## config.mk

```make
export PLATFORM = sky130hd
export DESIGN_NAME = sprite_loader
export DESIGN_NICKNAME = d
export VERILOG_FILES = /design/src/rtl/sprite_loader_pkg.sv /design/src/rtl/sprite_word_packer.sv /design/src/rtl/sprite_loader.sv
export SDC_FILE = /design/constraint.sdc
export NUM_CORES = 1
export LEC_CHECK = 0
export CAP_MARGIN = 20
export CELL_PAD_IN_SITES_DETAIL_PLACEMENT = 1
export CELL_PAD_IN_SITES_GLOBAL_PLACEMENT = 1
export CORE_MARGIN = 10
export CORE_UTILIZATION = 34
export CTS_CLUSTER_DIAMETER = 150
export DETAILED_ROUTE_END_ITERATION = 6
export PLACE_DENSITY = 0.9
export SETUP_SLACK_MARGIN = 0.02
export SLEW_MARGIN = 10
export SYNTH_ARGS = -nofsm -noshare
export SYNTH_HDL_FRONTEND = slang
export SYNTH_HIERARCHICAL = 1
export SYNTH_SLANG_ARGS = --single-unit
```

## constraint.sdc

```tcl
create_clock -name i_clk -period 4.2 [get_ports i_clk]
set_clock_uncertainty 0.1 [all_clocks]
set_input_delay 0.42 -clock i_clk [delete_from_list [all_inputs] [get_ports i_clk]]
set_output_delay 0.42 -clock i_clk [all_outputs]
set_load 0.02 [all_outputs]
```

## src/rtl/sprite_loader_pkg.sv

```systemverilog
// Shared sprite-loader constants: FSM state encoding and address helper.
// Imported by the loader top and its word packer.
package sprite_loader_pkg;

    localparam int unsigned BYTE_W = 8;

    typedef enum logic [1:0] {
        StIdle    = 2'd0,
        StCollect = 2'd1,
        StWrite   = 2'd2,
        StDone    = 2'd3
    } load_state_e;

    // Next address modulo depth; also correct for non-power-of-two depths.
    function automatic int unsigned wrap_inc(input int unsigned addr, input int unsigned depth);
        return (addr + 1 >= depth) ? 0 : addr + 1;
    endfunction

endpackage

```

## src/rtl/sprite_word_packer.sv

```systemverilog
// Assembles big-endian words from an accepted byte stream; first byte lands in the MSBs.
// o_word_valid flags the cycle in which the final byte of a word is accepted.
module sprite_word_packer
    import sprite_loader_pkg::*;
#(
    parameter int unsigned WIDTH = 8
) (
    input  logic             i_clk,
    input  logic             i_reset,
    input  logic             i_clear,
    input  logic             i_accept,
    input  logic [7:0]       i_byte,
    output logic             o_word_valid,
    output logic [WIDTH-1:0] o_word
);

    localparam int unsigned BYTES = WIDTH / BYTE_W;
    localparam int unsigned CW    = (BYTES > 1) ? $clog2(BYTES) : 1;

    logic [CW-1:0]    r_cnt;
    logic [WIDTH-1:0] r_word;
    logic             w_last;

    assign w_last       = (r_cnt == CW'(BYTES - 1));
    assign o_word_valid = i_accept && w_last;
    assign o_word       = r_word;

    always_ff @(posedge i_clk) begin
        if (i_reset) begin
            r_cnt  <= '0;
            r_word <= '0;
        end else if (i_clear) begin
            r_cnt <= '0;
        end else if (i_accept) begin
            r_word <= (r_word << BYTE_W) | WIDTH'(i_byte);
            r_cnt  <= w_last ? '0 : r_cnt + 1'b1;
        end
    end

endmodule

```

## src/rtl/sprite_loader.sv

```systemverilog
// Streams bytes into sprite memory: packs WIDTH-bit words and writes them at wrapping
// addresses starting from a captured base, then pulses done.
module sprite_loader
    import sprite_loader_pkg::*;
#(
    parameter int unsigned WIDTH = 8,
    parameter int unsigned DEPTH = 8,
    localparam int unsigned AW   = $clog2(DEPTH)
) (
    input  logic             i_clk,
    input  logic             i_reset,
    input  logic             i_start,
    input  logic [AW-1:0]    i_base_addr,
    input  logic [AW:0]      i_word_count,
    input  logic [7:0]       i_in_data,
    input  logic             i_in_valid,
    output logic             o_in_ready,
    output logic [AW-1:0]    o_mem_addr,
    output logic [WIDTH-1:0] o_mem_data,
    output logic             o_mem_we,
    output logic             o_busy,
    output logic             o_done
);

    load_state_e      r_state;
    load_state_e      w_state_d;
    logic [AW-1:0]    r_addr;
    logic [AW:0]      r_words_left;
    logic             w_start_ok;
    logic             w_accept;
    logic             w_word_valid;
    logic [WIDTH-1:0] w_word;

    assign w_start_ok = (r_state == StIdle) && i_start;
    assign w_accept   = i_in_valid && (r_state == StCollect);

    sprite_word_packer #(
        .WIDTH(WIDTH)
    ) u_packer (
        .i_clk       (i_clk),
        .i_reset     (i_reset),
        .i_clear     (w_start_ok),
        .i_accept    (w_accept),
        .i_byte      (i_in_data),
        .o_word_valid(w_word_valid),
        .o_word      (w_word)
    );

    always_comb begin
        w_state_d  = r_state;
        o_in_ready = 1'b0;
        o_mem_we   = 1'b0;
        o_busy     = 1'b1;
        o_done     = 1'b0;
        unique case (r_state)
            StIdle: begin
                o_busy = 1'b0;
                if (i_start) begin
                    w_state_d = (i_word_count == '0) ? StDone : StCollect;
                end
            end
            StCollect: begin
                o_in_ready = 1'b1;
                if (w_word_valid) begin
                    w_state_d = StWrite;
                end
            end
            StWrite: begin
                o_mem_we  = 1'b1;
                w_state_d = (r_words_left == (AW + 1)'(1)) ? StDone : StCollect;
            end
            StDone: begin
                o_done    = 1'b1;
                w_state_d = StIdle;
            end
            default: w_state_d = StIdle;
        endcase
    end

    always_ff @(posedge i_clk) begin
        if (i_reset) begin
            r_state      <= StIdle;
            r_addr       <= '0;
            r_words_left <= '0;
        end else begin
            r_state <= w_state_d;
            if (w_start_ok) begin
                r_addr       <= i_base_addr;
                r_words_left <= i_word_count;
            end else if (r_state == StWrite) begin
                r_addr       <= AW'(wrap_inc(32'(r_addr), DEPTH));
                r_words_left <= r_words_left - 1'b1;
            end
        end
    end

    assign o_mem_addr = r_addr;
    assign o_mem_data = w_word;

endmodule

```

* After elaboration in Yosys (flattened, before gate mapping)
Cells that the tools add are included.
Storage, ports and cells: memories kept 0, bits in read-only memories 0, input bits 19, RAM bits 0, word-level logic and storage cells 41, register bits after elaboration 18, bits in latches 0
Operators by class: add/subtract/negate cells 3, eq/ne operators 6, shifts and indexed selects 0, multipliers 0, reduce and logical (&&, ||, !) cells 9, div/mod/pow operators 0, muxes and demuxes 15, bitwise gates (word level) 2, $lt $le $gt $ge 1
Operator list (count):
- 2-to-1 mux 3 bit | 3
- 2-to-1 mux 2 bit | 4
- 2-to-1 mux 4 bit | 2
- case mux 2 bit (4 select lines) | 1
- 2-to-1 mux 1 bit | 5
- adder 3 x 1 -> 4 bit, second input constant | 1
- equality test 2 bit, second input constant | 2
- equality test 4 x 1 -> 1 bit, second input constant | 1
- >= comparator 4 bit, second input constant | 1
- zero test 4 bit | 1
- AND reduction 2 bit | 2
- subtractor 4 x 1 -> 4 bit, second input constant | 1
- logical AND 1 bit | 3
- equality test 2 x 1 -> 1 bit, second input constant | 1
- zero test 2 bit | 1
- inequality test 2 x 1 -> 1 bit, second input constant | 1
- inequality test 2 bit, second input constant | 1
- inverter 1 bit | 2
- nonzero test 2 bit | 1
- OR reduction 2 bit | 1
- adder 1 bit, second input constant | 1

* Logic depth before layout (Yosys ltp)
Gate-level depths: netlist (run 1).
depth after elaboration 5, gate-level depth with buffers 6, gate-level depth less buffers 6

* Hierarchy
The synthesis (run 1) kept the hierarchy.
By module, submodules not included:
- sprite_loader | cells each 63, instances 1, area each 543.0 µm², sequential area each 180.2 µm²
- sprite_word_packer | cells each 35, instances 1, area each 366.6 µm², sequential area each 160.2 µm²

* Worst setup path before layout (run 1)
No wires, ideal clock.
path kind register -> register, start register r_state[1], end register r_state[1], data arrival time 1399 ps, path slack 2606 ps, setup time 95 ps, data required time 4005 ps, stages on the path, launching flop included 6, period minus slack after synthesis 1594 ps, buffers on the path 1, cells stage by stage dfxtp_1 > and2b_2 > and2_1 > buf_4 > mux2i_1 > a221oi_1
On the way: longest elaborated chain between the ends 5, elaborated cells between the ends (all ways) 10, classes of those cells 5 x eq/ne; 1 x mux; 4 x reduce/logical
Ends and longest elaborated chain:
- from (decl) | line sprite_loader.sv:25 | load_state_e r_state;
- from (signal assigned) | line sprite_loader.sv:82 | r_state <= StIdle;
- from (signal assigned) | line sprite_loader.sv:86 | r_state <= w_state_d;
- equality test 2 x 1 -> 1 bit | line sprite_loader.sv:35 | assign w_accept = i_in_valid && (r_state == StCollect);
- logical AND 1 bit | line sprite_loader.sv:35
- via w_accept | line sprite_loader.sv:30 | logic w_accept;
- logical AND 1 bit | line sprite_word_packer.sv:25 | assign o_word_valid = i_accept && w_last;
- via w_word_valid | line sprite_loader.sv:31 | logic w_word_valid;
- inequality test 2 x 1 -> 1 bit (no line)
- AND reduction 2 bit (no line)
The timed path passes the listed nets, and every way through them passes these cells. A chain may end at the register's enable or synchronous reset.

* Worst setup path after layout (run 1)
start register r_state[1], end output o_mem_we
On the way: longest elaborated chain between the ends 2
Ends and longest elaborated chain:
- equality test 2 bit | line sprite_loader.sv:55 | unique case (r_state)
- 2-to-1 mux 1 bit | line sprite_loader.sv:55
- to (decl) | line sprite_loader.sv:20 | output logic o_mem_we,
No other way between the ends.

==> results of run 1 <==
[final cells by class]
class	count	area [um2]
fillers	313	1235
multi-input cells	72	528.0
flip-flops and latches	17	340.3
repair buffers	33	330.3
well taps	30	37.54
clock buffers	4	26.28
inverters	6	25.02
[worst max-delay path: stages, from the launching register on]
cell	delay [ns]
sky130_fd_sc_hd__dfxtp_1	0.49
sky130_fd_sc_hd__nand2b_4	0.13
sky130_fd_sc_hd__inv_2	0.14
sky130_fd_sc_hd__clkdlybuf4s50_1	0.62
[routing by layer]
metal	wire (um)	track usage, %
met5	0	0
met4	34	4.301
met3	266	4.821
met2	1227	17.06
met1	1218	11.74
[worst paths after layout]
| path | startpoint | end | slack, ns | depth (start not counted) |
|---|---|---|---|---|
| setup reg to reg | r_state[0] | r_state[1] | 2.47 | 4 |
| hold reg to reg | u_packer/o_word[1] | u_packer/o_word[1] | 0.38 | 2 |
| setup / recovery | r_state[1] | o_mem_we | 1.99 | 3 |
| hold / removal | u_packer/o_word[1] | u_packer/o_word[1] | 0.38 | 2 |
[cells by family after synthesis]
family,share of synthesized area [%]
AND/OR/NAND/NOR,36.73
buffers and inverters,4.538
flip-flops,37.41
multiplexers,1.100
AO/OA/AOI/OAI,16.09
adder cells (fa/ha/maj),4.127
[sequential cells by signal, indices dropped and copies added, names as in the netlist]
signal and flops:
r_words_left 4, o_mem_addr 3, r_state 2, u_packer/o_word 8
[power by group]
group | switching, mW | internal (mW) | total [mW] | leakage, nW
Combinational | 0.0535 | 0.0591 | 0.113 | 0.304
Sequential | 0.0153 | 0.173 | 0.188 | 0.139
Clock | 0.0543 | 0.0370 | 0.0913 | 0.0150
[placed cells by master (no fill, tap or decap), types with 2 or more instances in the layout]
cell type                         count
sky130_fd_sc_hd__ha_1                 3
sky130_fd_sc_hd__nand2_1              3
sky130_fd_sc_hd__dfxtp_1             17
sky130_fd_sc_hd__nand4bb_1            8
sky130_fd_sc_hd__inv_1                4
sky130_fd_sc_hd__clkdlybuf4s50_1     33
sky130_fd_sc_hd__nand3_1              5
sky130_fd_sc_hd__o21ai_0              2
sky130_fd_sc_hd__a221oi_1             4
sky130_fd_sc_hd__nor2_1               8
sky130_fd_sc_hd__a21oi_1              3
sky130_fd_sc_hd__o21ai_1              8
sky130_fd_sc_hd__nand2b_1            10
sky130_fd_sc_hd__clkbuf_4             3
==> results_dict.tcl, run 1 <==
set metrics [dict create \
    result_of_the_run "completed" \
    maximum_vdd_ir_drop_v 0.0002049 \
    holdBufCountCts 0 \
    dp.final_hpwl_um 2154 \
    finalWorstSetupSlack_ns 1.992 \
    power_density_normalized_to_cell_area_nw_per_um2 304.6 \
    clock_tree.root_cell "sky130_fd_sc_hd__clkbuf_4" \
    placement_rows 18 \
    via_per_inst 5.204 \
    replace_congestion 0.7362 \
    holdCritPathClass "flop to flop" \
    drcViolationCount 0 \
    leakage_nw 0.4582 \
    clock_latency_ns 0.30 \
    finish.cell_count_without_fillers 162 \
    starting_density_pct 36.06 \
    max_slew.worst_pin.slew_ns 0.7458 \
    post_route_cells_drive_above_1_share_pct 12.12 \
    clk_pin_slew_worst_paths_ns 0.10 \
    layout.nets 155 \
    cp.arrival_ns 1.69 \
    worst_path_required_time_ns 3.68 \
    postCtsSetupBuffers 0 \
    antenna_violating_nets_post_route 0 \
    layout_worst_path_cycle_share_pct 52.56 \
    synth_seq_area_share_pct 37.41 \
    initial_antenna_violation_count 0 \
    yosysTopAreaCellShare_pct 37.41 \
    finalHoldViolations 0 \
    final_area_um2 1287 \
    setup_viol 0 \
    syn_area_um2 909.6 \
    max-slew-margin-rel_pct 50.13 \
    fmax_mhz 453.0 \
    synthCells 98 \
    cts_tree "built" \
    wl_per_cell_um 16.95 \
    cts_htree_levels 1 \
    finalSetupTns_ns 0 \
    finish.utilization_pct 51.04 \
    timing.critical_path.fanout_max 7 \
    boundaryPins 34 \
    cts.path.max_buffers 2 \
    rsz0062_at_grt "no" \
    track_usage_pct 10.56 \
    hold_slack_ns 0.3839 \
    die_area_um2 5144 \
    synth_enable_flop_cells 0 \
    placement.cell_area_um2 1261 \
    leading_post_synthesis_cells_by_cell_area "sky130_fd_sc_hd__dfxtp_1, sky130_fd_sc_hd__nand4bb_1, sky130_fd_sc_hd__nand2b_1" \
    worstSetupEndpointType "primary output" \
    global_route_wire_length_before_repair_um 4491 \
    synth.net_count 120 \
    critPathKind "flop to primary output" \
    post_synth_most_frequent_cells "sky130_fd_sc_hd__dfxtp_1, sky130_fd_sc_hd__nand2b_1, sky130_fd_sc_hd__nand4bb_1, sky130_fd_sc_hd__nor2_1, sky130_fd_sc_hd__o21ai_1" \
    total_power_mw 0.3922 \
    clock_sinks 17 \
    ys.flop_type "sky130_fd_sc_hd__dfxtp_1" \
    cts_buffers 3 \
    die_w_um 71.73 \
    grt_overflow_total 0 \
    relative_area_change_from_synthesis_to_final_layout_pct 41.54 \
    first_global_vias 923 \
    grt_start_max_net_pins 26 \
    wl_um 2746 \
    yosysWarnings 6 \
    drv.max_cap_violation_count 0 \
    post_cts_resized 0 \
    drt_pre_antenna_iters 4 \
    numPortBuffers 33 \
    critPathLaunchType "flop" \
    design.core.area_um2 2522 \
    floorplan_die_height_um 71.73 \
    fin_crit_ns 2.208 \
    detailed_router_s_first_iteration_violation_count 23 \
    async_flop_share_pct 0 \
    dp.cells 158 \
    synth-seq-cells 17 \
    synth.most_common_cell "sky130_fd_sc_hd__dfxtp_1" \
    num_vias 843 \
    diodes 0 \
    timing_max_transition_violations_final 0 \
    postSynthAreaPerCell_um2 9.282 \
    yosysTopAreaCell "sky130_fd_sc_hd__dfxtp_1" \
    post_synth_num_cell_types 35 \
    preCtsSetupSlack_ns 2.280 \
]
Note: power is estimated with default switching activity, not from simulation.
==> run 2, diff against run 1 <==
- CORE_UTILIZATION: 34 -> 28
- PLACE_DENSITY: 0.9 -> 0.8
- clock period: 4.2 -> 1.8 ns (I/O delays scaled with it)
==> results_dict.tcl, run 2 (synthesis results as in run 1) <==
set metrics [dict create \
    result_of_the_run "completed" \
    layout_worst_path_cycle_share_pct 93.14 \
    holdCritStartpoint "i_in_data[4]" \
    worst_path_required_time_ns 1.52 \
    critPathLaunchType "flop" \
    critPathKind "flop to primary output" \
    numPortBuffers 33 \
    hold_slack_ns 0.3617 \
    clock_tree.root_cell "sky130_fd_sc_hd__clkbuf_4" \
    num_vias 870 \
    replace_congestion 0.8068 \
    cts_tree "built" \
    design.core.area_um2 3078 \
    layout_common_cells "sky130_fd_sc_hd__clkdlybuf4s50_1, sky130_fd_sc_hd__dfxtp_1, sky130_fd_sc_hd__nand2b_1" \
    finalSetupTns_ns 0 \
    rsz0062_at_grt "no" \
    timing.critical_path.fanout_max 6 \
    cp-startpoint "o_mem_addr[0]" \
    multi_input_area_um2 528.0 \
    placement_rows 20 \
    holdCritPathClass "input pin to flop" \
    clock_latency_ns 0.30 \
    cts_buffers 3 \
    maximum_vdd_ir_drop_v 0.0003090 \
    cts.path.max_buffers 2 \
    clock_sinks 17 \
    drt_pre_antenna_iters 4 \
    min_delay_worst_endpoint "u_packer/o_word[4]" \
    cts_htree_levels 1 \
    diodes 0 \
    via_per_inst 4.915 \
    layout.nets 156 \
    clk_pin_slew_worst_paths_ns 0.11 \
    fin_crit_ns 1.676 \
    track_usage_pct 9.173 \
    critPathBufInv 1 \
    crit_path_cell_trace "clkdlybuf4s50_1" \
    cp_slowest_stage_delay_ns 0.65 \
    leakage_nw 0.5056 \
    wl_per_cell_um 15.47 \
    starting_density_pct 29.55 \
    largest_reg_flops 8 \
    min_delay_path_depth 3 \
    final_common_cell "sky130_fd_sc_hd__clkdlybuf4s50_1" \
    grt_start_max_net_pins 22 \
    initial_antenna_violation_count 0 \
    power_density_normalized_to_cell_area_nw_per_um2 692.1 \
    finish.cell_count_without_fillers 177 \
    drv.max_cap_violation_count 0 \
    setup_viol 0 \
    cp.arrival_ns 1.40 \
    worst_r2r_path_depth 4 \
    dp.final_hpwl_um 2205 \
    die_area_um2 5928 \
    die_w_um 77.00 \
    wl_um 2739 \
    dp.cells 173 \
    worstSetupEndpointType "primary output" \
    timing.reg2reg.setup_slack_ns 0.22 \
    post_route_cells_drive_above_1_share_pct 15.04 \
    drcViolationCount 0 \
    fmax_mhz 596.5 \
    crit_path_top_delay_cell "sky130_fd_sc_hd__clkdlybuf4s50_1" \
    register_area_um2 342.8 \
    relative_area_change_from_synthesis_to_final_layout_pct 44.98 \
    antenna_violating_nets_post_route 0 \
    delay_heaviest_family_cp "buffers and inverters" \
    boundaryPins 34 \
    holdBufCountCts 0 \
    first_global_vias 947 \
    worstReg2RegEnd "r_state[1]" \
    grt_overflow_total 0 \
    max_slew.worst_pin.slew_ns 0.5956 \
    detailed_router_s_first_iteration_violation_count 38 \
    finish.utilization_pct 42.85 \
    crit-reg2reg-launch "r_state[1]" \
    max-slew-margin-rel_pct 60.17 \
    global_route_wire_length_before_repair_um 4498 \
    floorplan_die_height_um 77.00 \
    timing_max_transition_violations_final 0 \
    finalHoldViolations 0 \
    fillCellCount 366 \
]
-- run 2: metal layers --
layer	part of all wire (%)	track usage (%)
met5	0	0
met4	1.2	3.285
met3	9.3	4.662
met2	47	15.01
met1	43	9.960
-- run 2: how the worst max path moves through the flow --
| stage | cells past startpoint | to | slack [ns] |
|---|---|---|---|
| global route | 4 | r_state[1] | 0.04 |
| finish | 1 | o_mem_addr[0] | 0.12 |
| global placement | 4 | r_state[1] | 0.17 |
| floorplan | 5 | r_state[1] | 0.21 |
| CTS | 2 | o_done | 0.03 |
| detailed placement | 6 | r_words_left[1] | 0.14 |
-- run 2: report_power, final --
part | leakage, nW | total [mW] | switching [mW] | internal [mW]
Clock | 0.0177 | 0.212 | 0.129 | 0.0829
Sequential | 0.140 | 0.439 | 0.0345 | 0.405
Combinational | 0.348 | 0.262 | 0.126 | 0.136
-- run 2: per-stage QoR --
step | power [mW] | setup WS (ns) | area [um2]
2_1_floorplan | 0.5932 | 0.2056 | 909.6
3_5_place_dp | 0.7135 | 0.1414 | 1286
3_3_place_gp | 0.7041 | 0.1651 | 1286
5_1_grt | 0.9664 | 0.03760 | 1319
4_1_cts | 0.9188 | 0.03068 | 1314
6_report | 0.9127 | 0.1235 | 1319
-- run 2: cell type report --
class	count	area share (%)
Clock buffer	3	1.708
Tap cell	44	4.175
Clock inverter	1	0.3795
Sequential cell	17	26.00
Multi-Input combinational cell	72	40.04
Inverter	6	1.898
Timing Repair Buffer	34	25.81
-- run 2: repair_timing --
action,CTS,global route
setup endpoints to repair,4,2
buffers inserted,0,0
gates resized for setup,4,2
